<file path="src/rtl/lwc_ctrl_pkg.sv">
// Shared types and constants for the LWC AEAD controller: FSM states,
// ctrl_word codes, the AD block type and the partial-word byte mask.
package lwc_ctrl_pkg;

    typedef enum logic [3:0] {
        S_IDLE, S_LOAD_KEY, S_LOAD_NPUB, S_INIT, S_WAIT_INIT,
        S_LOAD_BLK, S_BLK_START, S_BLK_WAIT, S_OUT_BLK,
        S_TAG_START, S_LOAD_TAG, S_TAG_WAIT, S_OUT_TAG, S_VERIFY
    } state_t;

    localparam logic [1:0] CW_INIT = 2'b00;
    localparam logic [1:0] CW_AD   = 2'b01;
    localparam logic [1:0] CW_MSG  = 2'b10;
    localparam logic [1:0] CW_FIN  = 2'b11;

    localparam logic [3:0] AD_TYPE = 4'b0001;

    // Top `size` bits of an nb-bit field set; the MSB is the first byte on the bus.
    function automatic logic [7:0] vb_mask(input int unsigned size, input int unsigned nb);
        int unsigned sz;
        int unsigned v;
        sz = (size > nb) ? nb : size;
        v  = ((32'd1 << sz) - 32'd1) << (nb - sz);
        return v[7:0];
    endfunction

endpackage

</file>
<file path="src/rtl/lwc_word_ctr.sv">
// Word-slot counter with clear, load and increment, plus a compare against
// a caller-supplied terminal count.
module lwc_word_ctr #(
    parameter int IW = 2
) (
    input  logic          clk,
    input  logic          rst,
    input  logic          clr,
    input  logic          load,
    input  logic [IW-1:0] load_val,
    input  logic          inc,
    input  logic [IW-1:0] tc,
    output logic [IW-1:0] count,
    output logic          at_tc
);

    // NOTE: sequential state is updated with <= so every flop samples pre-edge values.
    always_ff @(posedge clk or posedge rst) begin
        if (rst)       count <= '0;
        else if (clr)  count <= '0;
        else if (load) count <= load_val;
        else if (inc)  count <= count + 1'b1;
    end

    assign at_tc = (count == tc);

endmodule

</file>
<file path="src/rtl/lwc_aead_ctrl.sv">
// LWC AEAD control FSM: sequences key/nonce load, init, AD and message
// blocks, tag generation and tag verification around the permutation.
module lwc_aead_ctrl
    import lwc_ctrl_pkg::*;
#(
    parameter  int W           = 32,
    parameter  int KEY_WORDS   = 4,
    parameter  int NPUB_WORDS  = 4,
    parameter  int BLOCK_WORDS = 2,
    parameter  int TAG_WORDS   = 4,
    localparam int NB          = W / 8,
    localparam int SW          = $clog2(NB) + 1,
    localparam int MAXW_A      = (KEY_WORDS > NPUB_WORDS) ? KEY_WORDS : NPUB_WORDS,
    localparam int MAXW_B      = (BLOCK_WORDS > TAG_WORDS) ? BLOCK_WORDS : TAG_WORDS,
    localparam int MAXW        = (MAXW_A > MAXW_B) ? MAXW_A : MAXW_B,
    localparam int IW          = (MAXW > 1) ? $clog2(MAXW) : 1
) (
    input  logic          clk,
    input  logic          rst,
    input  logic          key_valid,
    output logic          key_ready,
    input  logic          key_update,
    input  logic          bdi_valid,
    output logic          bdi_ready,
    input  logic          bdi_eot,
    input  logic          bdi_eoi,
    input  logic [3:0]    bdi_type,
    input  logic [SW-1:0] bdi_size,
    input  logic          decrypt,
    output logic          bdo_valid,
    input  logic          bdo_ready,
    output logic [NB-1:0] bdo_valid_bytes,
    output logic          end_of_block,
    output logic          msg_auth_valid,
    input  logic          msg_auth_ready,
    input  logic          perm_done,
    output logic          start,
    output logic          en_key,
    output logic          en_npub,
    output logic          en_bdi,
    output logic          clr_bdi,
    output logic          init_state,
    output logic          en_state,
    output logic          sel_tag,
    output logic [1:0]    ctrl_word,
    output logic [IW-1:0] word_idx,
    output logic          decrypt_reg,
    output logic          ad_reg
);

    state_t        state, state_nxt;
    logic [IW-1:0] idx, tc, blk_last;
    logic          at_tc, ctr_clr, ctr_inc;
    logic          eoi_flag, eot_flag, perm_flag;
    logic [SW-1:0] last_size;
    logic [7:0]    last_mask;

    lwc_word_ctr #(.IW(IW)) u_ctr (
        .clk      (clk),
        .rst      (rst),
        .clr      (ctr_clr),
        .load     (1'b0),
        .load_val ('0),
        .inc      (ctr_inc),
        .tc       (tc),
        .count    (idx),
        .at_tc    (at_tc)
    );

    assign word_idx  = idx;
    assign last_mask = vb_mask(32'(last_size), NB);

    always_ff @(posedge clk or posedge rst) begin
        if (rst) state <= S_IDLE;
        else     state <= state_nxt;
    end

    always_ff @(posedge clk or posedge rst) begin
        if (rst) begin
            decrypt_reg <= 1'b0;
            ad_reg      <= 1'b0;
            eoi_flag    <= 1'b0;
            eot_flag    <= 1'b0;
            last_size   <= '0;
            blk_last    <= '0;
            perm_flag   <= 1'b0;
        end else begin
            // Completion latched so it may land while expected-tag words stream in.
            if (state == S_IDLE) perm_flag <= 1'b0;
            else if (perm_done)  perm_flag <= 1'b1;
            else if (start)      perm_flag <= 1'b0;

            case (state)
                S_IDLE: begin
                    eoi_flag <= 1'b0;
                    eot_flag <= 1'b0;
                end
                S_LOAD_NPUB: if (bdi_valid && at_tc) begin
                    decrypt_reg <= decrypt;
                    eoi_flag    <= bdi_eoi;
                end
                S_LOAD_BLK: if (bdi_valid) begin
                    last_size <= bdi_size;
                    if (idx == '0) ad_reg <= (bdi_type == AD_TYPE);
                    if (bdi_eot || at_tc) begin
                        blk_last <= idx;
                        eot_flag <= bdi_eot;
                        eoi_flag <= bdi_eoi;
                    end
                end
                default: ;
            endcase
        end
    end

    // NOTE: every output gets a default first, so no path through the case can infer a latch.
    always_comb begin
        state_nxt       = state;
        key_ready       = 1'b0;
        bdi_ready       = 1'b0;
        bdo_valid       = 1'b0;
        bdo_valid_bytes = '1;
        end_of_block    = 1'b0;
        msg_auth_valid  = 1'b0;
        start           = 1'b0;
        en_key          = 1'b0;
        en_npub         = 1'b0;
        en_bdi          = 1'b0;
        clr_bdi         = 1'b0;
        init_state      = 1'b0;
        en_state        = 1'b0;
        sel_tag         = 1'b0;
        ctrl_word       = CW_INIT;
        ctr_clr         = 1'b0;
        ctr_inc         = 1'b0;
        tc              = '0;

        case (state)
            S_IDLE: begin
                ctr_clr = 1'b1;
                if (key_update && key_valid)      state_nxt = S_LOAD_KEY;
                else if (!key_update && bdi_valid) state_nxt = S_LOAD_NPUB;
            end
            S_LOAD_KEY: begin
                key_ready = 1'b1;
                tc        = IW'(KEY_WORDS - 1);
                if (key_valid) begin
                    en_key = 1'b1;
                    if (at_tc) begin ctr_clr = 1'b1; state_nxt = S_LOAD_NPUB; end
                    else ctr_inc = 1'b1;
                end
            end
            S_LOAD_NPUB: begin
                bdi_ready = 1'b1;
                tc        = IW'(NPUB_WORDS - 1);
                if (bdi_valid) begin
                    en_npub = 1'b1;
                    if (at_tc) begin ctr_clr = 1'b1; state_nxt = S_INIT; end
                    else ctr_inc = 1'b1;
                end
            end
            S_INIT: begin
                start      = 1'b1;
                init_state = 1'b1;
                state_nxt  = S_WAIT_INIT;
            end
            S_WAIT_INIT: if (perm_flag) begin
                en_state = 1'b1;
                if (eoi_flag) state_nxt = S_TAG_START;
                else begin clr_bdi = 1'b1; state_nxt = S_LOAD_BLK; end
            end
            S_LOAD_BLK: begin
                bdi_ready = 1'b1;
                tc        = IW'(BLOCK_WORDS - 1);
                if (bdi_valid) begin
                    en_bdi = 1'b1;
                    if (bdi_eot || at_tc) begin ctr_clr = 1'b1; state_nxt = S_BLK_START; end
                    else ctr_inc = 1'b1;
                end
            end
            S_BLK_START: begin
                start     = 1'b1;
                ctrl_word = ad_reg ? CW_AD : CW_MSG;
                state_nxt = S_BLK_WAIT;
            end
            S_BLK_WAIT: if (perm_flag) begin
                if (ad_reg) begin
                    en_state  = 1'b1;
                    ctrl_word = CW_AD;
                    if (eoi_flag) state_nxt = S_TAG_START;
                    else begin clr_bdi = 1'b1; state_nxt = S_LOAD_BLK; end
                end else begin
                    state_nxt = S_OUT_BLK;
                end
            end
            S_OUT_BLK: begin
                bdo_valid = 1'b1;
                tc        = blk_last;
                if (at_tc) begin
                    bdo_valid_bytes = last_mask[NB-1:0];
                    end_of_block    = eot_flag;
                end
                if (bdo_ready) begin
                    if (at_tc) begin
                        en_state  = 1'b1;
                        ctrl_word = CW_MSG;
                        ctr_clr   = 1'b1;
                        if (eoi_flag) state_nxt = S_TAG_START;
                        else begin clr_bdi = 1'b1; state_nxt = S_LOAD_BLK; end
                    end else ctr_inc = 1'b1;
                end
            end
            S_TAG_START: begin
                start     = 1'b1;
                ctrl_word = CW_FIN;
                if (decrypt_reg) begin clr_bdi = 1'b1; state_nxt = S_LOAD_TAG; end
                else state_nxt = S_TAG_WAIT;
            end
            S_LOAD_TAG: begin
                bdi_ready = 1'b1;
                tc        = IW'(TAG_WORDS - 1);
                if (bdi_valid) begin
                    en_bdi = 1'b1;
                    if (at_tc) begin ctr_clr = 1'b1; state_nxt = S_TAG_WAIT; end
                    else ctr_inc = 1'b1;
                end
            end
            S_TAG_WAIT: if (perm_flag) begin
                en_state  = 1'b1;
                ctrl_word = CW_FIN;
                state_nxt = decrypt_reg ? S_VERIFY : S_OUT_TAG;
            end
            S_OUT_TAG: begin
                bdo_valid    = 1'b1;
                sel_tag      = 1'b1;
                tc           = IW'(TAG_WORDS - 1);
                end_of_block = at_tc;
                if (bdo_ready) begin
                    if (at_tc) begin ctr_clr = 1'b1; state_nxt = S_IDLE; end
                    else ctr_inc = 1'b1;
                end
            end
            S_VERIFY: begin
                msg_auth_valid = 1'b1;
                if (msg_auth_ready) state_nxt = S_IDLE;
            end
            default: state_nxt = S_IDLE;
        endcase
    end

    // The permutation never completes in the cycle that launches it.
    assert property (@(posedge clk) disable iff (rst) !(perm_done && start));

endmodule
</file>
<file path="config.mk">
export PLATFORM = sky130hd
export DESIGN_NAME = lwc_aead_ctrl
export DESIGN_NICKNAME = d
export VERILOG_FILES = /design/src/rtl/lwc_ctrl_pkg.sv /design/src/rtl/lwc_word_ctr.sv /design/src/rtl/lwc_aead_ctrl.sv
export SDC_FILE = /design/constraint.sdc
export NUM_CORES = 1
export LEC_CHECK = 0
export CORE_MARGIN = 3
export CORE_UTILIZATION = 53
export DETAILED_ROUTE_END_ITERATION = 7
export PLACE_DENSITY = 0.87
export SLEW_MARGIN = 25
export SYNTH_ARGS = -nofsm -noshare
export SYNTH_HDL_FRONTEND = slang
export SYNTH_SLANG_ARGS = --single-unit
</file>
<file path="constraint.sdc">
create_clock -name clk -period 5.1 [get_ports clk]
set_input_delay 1.02 -clock clk [delete_from_list [all_inputs] [get_ports clk]]
set_output_delay 1.02 -clock clk [all_outputs]
set_load 0.1 [all_outputs]
</file>
Yosys cells after proc, flatten, opt, wreduce, memory -nomap -nowiden --
Index checks and enable logic that the tools add are counted.
Word-level totals: bits in registers 16, input bits 18, output and inout port bits 23, logic and storage cells 159
Cells by class: add/sub/neg operators 3, magnitude comparators 1, equality and inequality tests 33, shifts and indexed selects 2, multiplexer cells 86, reduce and logical (&&, ||, !) cells 25
Operators with widths (number):
- $mux W4 | 22
- $pmux W4 S14 | 1
- $mux W1 | 47
- $ne A2 B2 Y1 const B | 17
- $shl A1 B3 Y32 const A | 1
- $shl A32 B32 Y4 | 1
- $sub A32 B1 Y32 const B | 1
- $eq A4 B4 Y1 const B | 6
- $reduce_and A17 Y1 | 1
- $eq A4 B3 Y1 const B | 4
- $mux W2 | 6
- $pmux W2 S5 | 1
- $reduce_and A3 Y1 | 3
- $eq A4 B1 Y1 const B | 2
- $eq A4 B2 Y1 const B | 2
- $pmux W1 S4 | 2
- $reduce_or A2 Y1 | 4
- $pmux W1 S3 | 2
- $pmux W2 S3 | 1
- $reduce_bool A3 Y1 | 2
- $reduce_or A3 Y1 | 2
- $pmux W1 S5 | 1
- $logic_not A4 Y1 | 1
- $pmux W1 S2 | 2
- 14 further kinds | 18

Logic depth before layout (Yosys ltp) --
Gate-level depths: netlist (run 1).
word-level depth 10, gate-level depth with buffers 9, depth with buffers taken out 8

Hierarchy --
From an unflattened synthesis (run 1), not the netlist that was laid out.
Unflattened totals: cells, all modules 198, area, all modules 1696.6 um2
Modules (own cells, without submodules):
- lwc_aead_ctrl | instances 1, cells each 184, area an instance 1559.0 um2
- lwc_word_ctr | instances 1, cells each 14, area an instance 137.6 um2

Least setup slack after synthesis (run 1) --
No wires, ideal clock.
path kind register -> output, start point register ad_reg, end point output port ctrl_word[1], arrival time 4419 ps, data required time 4080 ps, setup slack -339 ps, cell stages (with the launch flop) 2, path through dfrtp_1 o311ai_0
On the way: word-level cells in the longest chain between the ends 2
RTL lines:
- start: declaration | line lwc_aead_ctrl.sv:48 | output logic ad_reg
- start signal: assignment | line lwc_aead_ctrl.sv:104 | if (idx == '0) ad_reg <= (bdi_type == AD_TYPE);
- $mux W2 | line lwc_aead_ctrl.sv:183 | ctrl_word = ad_reg ? CW_AD : CW_MSG;
- $pmux W2 S5 | line lwc_aead_ctrl.sv:138 | case (state)
- end: declaration | line lwc_aead_ctrl.sv:45 | output logic [1:0] ctrl_word,
Every way passes these cells.

Final worst setup path (run 1) --
start point register state[0], end point output port bdi_ready
On the way: word-level cells in the longest chain between the ends 3, elaborated cells between the ends (all ways) 5, those cells by class 3 x eq/ne; 1 x mux; 1 x reduce/logical
RTL lines:
- start: declaration | line lwc_aead_ctrl.sv:51 | state_t state, state_nxt;
- start signal: assignment | line lwc_aead_ctrl.sv:75 | else state <= state_nxt;
- $eq A4 B4 Y1 (tied with other cells) | line lwc_aead_ctrl.sv:138
- $reduce_or A3 Y1 (no line) (*)
- $mux W1 (*) | line lwc_aead_ctrl.sv:138
- end: declaration | line lwc_aead_ctrl.sv:24 | output logic bdi_ready,
Mark *: on every way between the ends. The rest lies on a longest branch, timed or not.

==> summary.md, run 1 <==
| Metric | Value |
|---|---|
| Status | `finished clean` |
| CTS root buf | `clkbuf_4` |
| Vias per cell | `6.33` |
| Synth Register Bits | `16` |
| Hold Crit Class | `flop to flop` |
| DPL Wire Length | `roughly 3200 um` |
| First-pass iteration count of the detailed router | `6` |
| Total track usage | `25.0%` |
| Unrepaired setup endpoints after global routing | `false` |
| WL/cell | `about 16 um` |
| Final Max Slew Viols | `0` |
| Critical Path RT | `just over 4 ns` |
| CTS resizes | `0` |
| Data arrival, critical path | `3.12 ns` |
| Biggest regs | `state x4, last_size x3` |
| Antenna Cells | `0` |
| Tcrit/Tclk final | `81.1%` |
| Row cnt | `19` |
| Critical Path Fanout Max | `25` |
| Drt drc | `0` |
| Hold Violations, Final | `0` |
| Slew at the pin closest to its max-slew limit | `around 0.97 ns` |
| Clock Path Buffers | `2` |
| I/O Pins | `between 40 and 50` |
| Minimum clock period | `roughly 4.1 ns` |
| Area fraction of the dominant cell type after synthesis | `between 20 and 25%` |
| Max reg flops | `4` |
| Starting Density | `between 50% and 60%` |
| Seq/Total Area, Yosys | `24.5%` |
| Overflow after GRT | `0` |
| Post-Route WL | `4310 um` |
| Syn nets | `about 220` |
| Number of synthesized flops with an enable pin | `0` |
| First-pass GRT wire length | `just over 7000 um` |
| Buffers added on ports | `40` |
| Worst slew margin | `35.4%` |
| Num CTS Buffers | `3` |
| Fin nets | `approximately 260` |
| Synth cell types | `62` |
| Post-synthesis async set-or-reset flop share | `100%` |
| Die area | `3790 um^2` |
| Chip width | `a little over 60 um` |
| Mean Syn Cell Area | `~8 um^2` |
| # hold bufs at CTS | `0` |
| Final setup vio count | `0` |
| Synthesis Warnings | `0` |
| DRT antenna net count | `0` |
| Clock transition at path regs | `~0.10 ns` |
| Setup CP Type | `flop to output pin` |
| Setup Skew | `0.00207 ns` |
| Commonest non-fill, non-tap cells in the layout | `clkdlybuf4s50_1, nor2_1, a21oi_1, o21ai_0, dfrtp_1` |
| Vias in the first global route | `~1,500` |
| Synthesized instance count | `~200` |
| CP Capture Type | `output pin` |
| Via count | `approximately 1,700` |
| Routability cong. | `roughly 0.95` |
| Setup TNS Final | `0 ns` |
| Post-CTS Setup Bufs | `0` |
| Layout cells sized above 1 | `~16%` |
| Peak Freq | `approximately 240 MHz` |
| Final Hold Slack | `between 0.5 and 0.6 ns` |
| Synth top area cells | `dfrtp_1, a21oi_1, o21ai_0, nor2_1, mux2_2` |
| Largest net degree at the start of global routing | `30` |
| Htree depth | `1` |
| Commonest non-fill, non-tap cell in the layout | `clkdlybuf4s50_1` |
| Top_reg_cell synth | `dfrtp_1` |
| Largest reg by FF count | `state` |
| Cell Area, Synth | `roughly 1600 um^2` |
| Initial antenna violation count | `0` |
| CTS tree | `yes` |
| DIE HEIGHT | `between 60 and 70 um` |
| Layout area overhead | `23.5%` |
| Worst skew pair latency | `just under 0.3 ns` |
| CP startpoint kind | `flop` |
| Max-cap violation count | `0` |
| Area leader, netlist | `dfrtp_1` |
| Initial DRC count | `160` |
| Clock Sinks | `16` |
| Core ar. | `around 2900 um^2` |
## path summary, 6_finish.rpt
check | cells after the start | endpoint | startpoint | slack (ns)
max | 4 | bdi_ready | state[0]$_DFFE_PP0P_ | 0.96
min | 1 | blk_last[0]$_DFFE_PP0P_ | blk_last[0]$_DFFE_PP0P_ | 0.52
max reg2reg | 6 | state[3]$_DFFE_PP0P_ | state[1]$_DFFE_PP0P_ | 2.50
min reg2reg | 1 | blk_last[0]$_DFFE_PP0P_ | blk_last[0]$_DFFE_PP0P_ | 0.52
max in group asynchronous | 2 | state[1]$_DFFE_PP0P_ | rst | 3.62
min in group asynchronous | 2 | last_size[0]$_DFFE_PP0P_ | rst | 1.08
## synthesized netlist by cell type, drive strengths merged (3+ instances only)
library cell / number
a21oi: 19
a31oi: 4
buf: 8
clkbuf: 4
dfrtp: 16
ha: 3
inv: 11
mux2: 9
mux2i: 4
nand2: 16
nand2b: 10
nand3: 5
nor2: 18
nor2b: 5
nor3: 9
o21ai: 17
o221ai: 3
xnor2: 3
## routing by layer
layer	up-vias	track usage (%)	share of wire, %
li1	796	-	-
met1	770	37.8	47
met2	95	36.0	43
met3	9	4.19	8.6
met4	0	7.27	1.2
met5	-	0	0
## area by class of cell
cell class              count  area, um^2
multi-input cells         162        1130
inverters                  11        41.3
well taps                  31        38.8
fillers                   228         832
flip-flops and latches     16         400
repair buffers             40         373
clock buffers               4        36.3
## stage by stage
stage / setup WS [ns] / cell area, um^2 / utilization [%] / std cells
6_report: 0.962 / 2020 / 70.8 / 264
5_1_grt: 0.768 / 2020 / 70.8 / 264
4_1_cts: 0.997 / 2020 / 70.8 / 264
3_5_place_dp: 1.33 / 1980 / 69.6 / 260
3_3_place_gp: 1.39 / 1980 / 69.6 / 260
2_1_floorplan: 0.445 / 1640 / - / 201
## logic make-up after synthesis
group                      after synthesis  share of synthesized area (%)
AOI/OAI and AO/OA                       64                           27.5
muxes                                   13                           9.10
DFF                                     16                           24.5
xor gates and xnor gates                 4                           2.60
adders and majority gates                3                           2.29
buffers and inverters                   23                           6.80
and+or+nand+nor                         78                           27.2
## worst max-delay path: stages, from the launching register on
cell and delay (ns):
dfrtp_1 0.84, nand2_1 0.28, nor3_1 0.36, nand2b_1 0.19, clkdlybuf4s50_1 1.14
Power of run 1 is not shown: default switching activity piles up to over one toggle a cycle in this logic, so the estimate is an artifact.
==> run 2, diff against run 1 <==
--- a/config.mk
+++ b/config.mk
@@ -6,9 +6,9 @@
 export NUM_CORES = 1
 export LEC_CHECK = 0
 export CORE_MARGIN = 3
-export CORE_UTILIZATION = 53
+export CORE_UTILIZATION = 45
 export DETAILED_ROUTE_END_ITERATION = 7
-export PLACE_DENSITY = 0.87
+export PLACE_DENSITY = 0.79
 export SLEW_MARGIN = 25
 export SYNTH_ARGS = -nofsm -noshare
 export SYNTH_HDL_FRONTEND = slang
==> constraint.sdc (replaced) <==
create_clock -name clk -period 3.51 [get_ports clk]
set_input_delay 0.702 -clock clk [delete_from_list [all_inputs] [get_ports clk]]
set_output_delay 0.702 -clock clk [all_outputs]
set_load 0.1 [all_outputs]
==> run 2 against run 1 <==
Against the previous run:
- via count is 0.48% lower
- final cell count is 7.6% higher
- first-iteration DRC count is 36% lower
- routed wire length is 5.0% higher
==> summary.md, run 2 (synthesis gave the netlist of run 1 again) <==
| Metric | Value |
|---|---|
| Vias per cell | `5.85` |
| Commonest non-fill, non-tap cell in the layout | `clkdlybuf4s50_1` |
| First-pass GRT wire length | `approximately 7400 um` |
| Setup Skew | `between 0.005 and 0.006 ns` |
| Minimum clock period | `approximately 3.3 ns` |
| Hold Violations, Final | `0` |
| Post-Route WL | `about 4500 um` |
| Critical Path Fanout Max | `14` |
| Overflow after GRT | `0` |
| Data arrival, critical path | `2.60 ns` |
| Crit-path max cell delay | `around 0.56 ns` |
| Post-CTS Setup Bufs | `0` |
| Total track usage | `a little over a fifth` |
| Starting Density | `47.9%` |
| Cell family with the largest share of critical-path delay | `compound AO/OA/AOI/OAI gates` |
| Area after DPL | `~2200 um^2` |
| Slew at the pin closest to its max-slew limit | `just under 1 ns` |
| Final Max Slew Viols | `0` |
| Chip width | `between 60 and 70 um` |
| Layout cells sized above 1 | `approximately 26%` |
| Vias in the first global route | `1,501` |
| Initial antenna violation count | `0` |
| DPL Wire Length | `3490 um` |
| Worst slew margin | `approximately a third` |
| Unrepaired setup endpoints after global routing | `false` |
| CP Capture Type | `output pin` |
| Commonest non-fill, non-tap cells in the layout | `clkdlybuf4s50_1, a21oi_1, buf_4, nor2_1, dfrtp_1` |
| Num CTS Buffers | `3` |
| Clock Sinks | `16` |
| Largest reg by FF count | `state` |
| DRT antenna net count | `0` |
| Layout area overhead | `34.4%` |
| Largest net degree at the start of global routing | `25` |
| Clock transition at path regs | `roughly 0.10 ns` |
| DIE HEIGHT | `roughly 66 um` |
| Fin nets | `260` |
| Max reg flops | `4` |
| Final setup vio count | `0` |
| Row cnt | `21` |
| Critical Path RT | `~2.8 ns` |
| Status | `finished clean` |
| Biggest regs | `state x4, last_size x3` |
| Reg2reg path depth | `6` |
| Routability cong. | `0.970` |
| Drt drc | `0` |
| Core ar. | `approximately 3400 um^2` |
| Clock Path Buffers | `2` |
| Crit-path cells | `or2_1 -> a2111oi_0 -> a311o_2 -> and4_4 -> nand2_4 -> o311ai_1 -> buf_12` |
| Die area | `4400 um^2` |
| Antenna Cells | `0` |
| Peak Freq | `~300 MHz` |
| CTS resizes | `0` |
| Post-route design area | `around 2200 um^2` |
| Worst Path Buf+Inv | `1` |
| Htree depth | `1` |
| Max-cap violation count | `0` |
| Crit-path slowest cell | `dfrtp_1` |
| # hold bufs at CTS | `0` |
| WL/cell | `between 15 and 20 um` |
| CP startpoint kind | `flop` |
| Initial DRC count | `between 100 and 150` |
| Setup CP Type | `flop to output pin` |
| Hold path depth | `1` |
| CTS root buf | `clkbuf_4` |
| Via count | `1,662` |
| Tcrit/Tclk final | `between 90% and 100%` |
| CTS tree | `yes` |
| I/O Pins | `a little over 40` |
| Hold Crit Class | `flop to flop` |
| First-pass iteration count of the detailed router | `6` |
| Worst skew pair latency | `slightly below 0.3 ns` |
| Stages on worst setup path | `7` |
| Buffers added on ports | `40` |
[run 2: path summary, 6_finish.rpt]
check / startpoint / endpoint / slack, ns
worst min-delay path: blk_last[0]$_DFFE_PP0P_ / blk_last[0]$_DFFE_PP0P_ / 0.52
max in group asynchronous: rst / state[1]$_DFFE_PP0P_ / 2.31
min in group asynchronous: rst / eot_flag$_DFFE_PP0P_ / 0.79
worst min register to register: blk_last[0]$_DFFE_PP0P_ / blk_last[0]$_DFFE_PP0P_ / 0.52
worst max register to register: state[2]$_DFFE_PP0P_ / state[2]$_DFFE_PP0P_ / 1.13
worst max-delay path: state[2]$_DFFE_PP0P_ / ctrl_word[1] / 0.20
[run 2: area by class of cell]
cell class / count / area [um^2]
fillers: 286 / 1220
multi-input cells: 162 / 1180
repair buffers: 45 / 485
flip-flops and latches: 16 / 400
well taps: 46 / 57.6
inverters: 11 / 41.3
clock buffers: 4 / 36.3
[run 2: worst reg2reg max path, cell delays in order (launching register included)]
cell and delay [ns]:
dfrtp_1 0.56, or2_1 0.32, a2111oi_0 0.42, a311o_2 0.24, nand2_4 0.11, a31oi_4 0.29
mux2_4 0.34
[run 2: per-layer routing]
metal / track usage (%) / vias up / routed length [um]
met3: 5.44 / 10 / 350
met5: 0 / - / 0
met2: 32.7 / 97 / 2070
li1: - / 808 / -
met4: 4.57 / 0 / 63
met1: 30.5 / 747 / 2040
[run 2: per-stage QoR]
| stage | std cells | setup slack (ns) | utilization (%) | hold slack [ns] | TNS (ns) |
|---|---|---|---|---|---|
| 2_1_floorplan | 201 | -0.432 | - | 0.473 | -0.892 |
| 3_3_place_gp | 280 | 0.597 | 63.3 | 0.501 | 0 |
| 3_5_place_dp | 280 | 0.512 | 63.3 | 0.496 | 0 |
| 4_1_cts | 284 | 0.177 | 64.4 | 0.523 | 0 |
| 5_1_grt | 284 | 0.0270 | 64.4 | 0.564 | 0 |
| 6_report | 284 | 0.203 | 64.4 | 0.520 | 0 |
Power of run 2 is left out for the same reason.
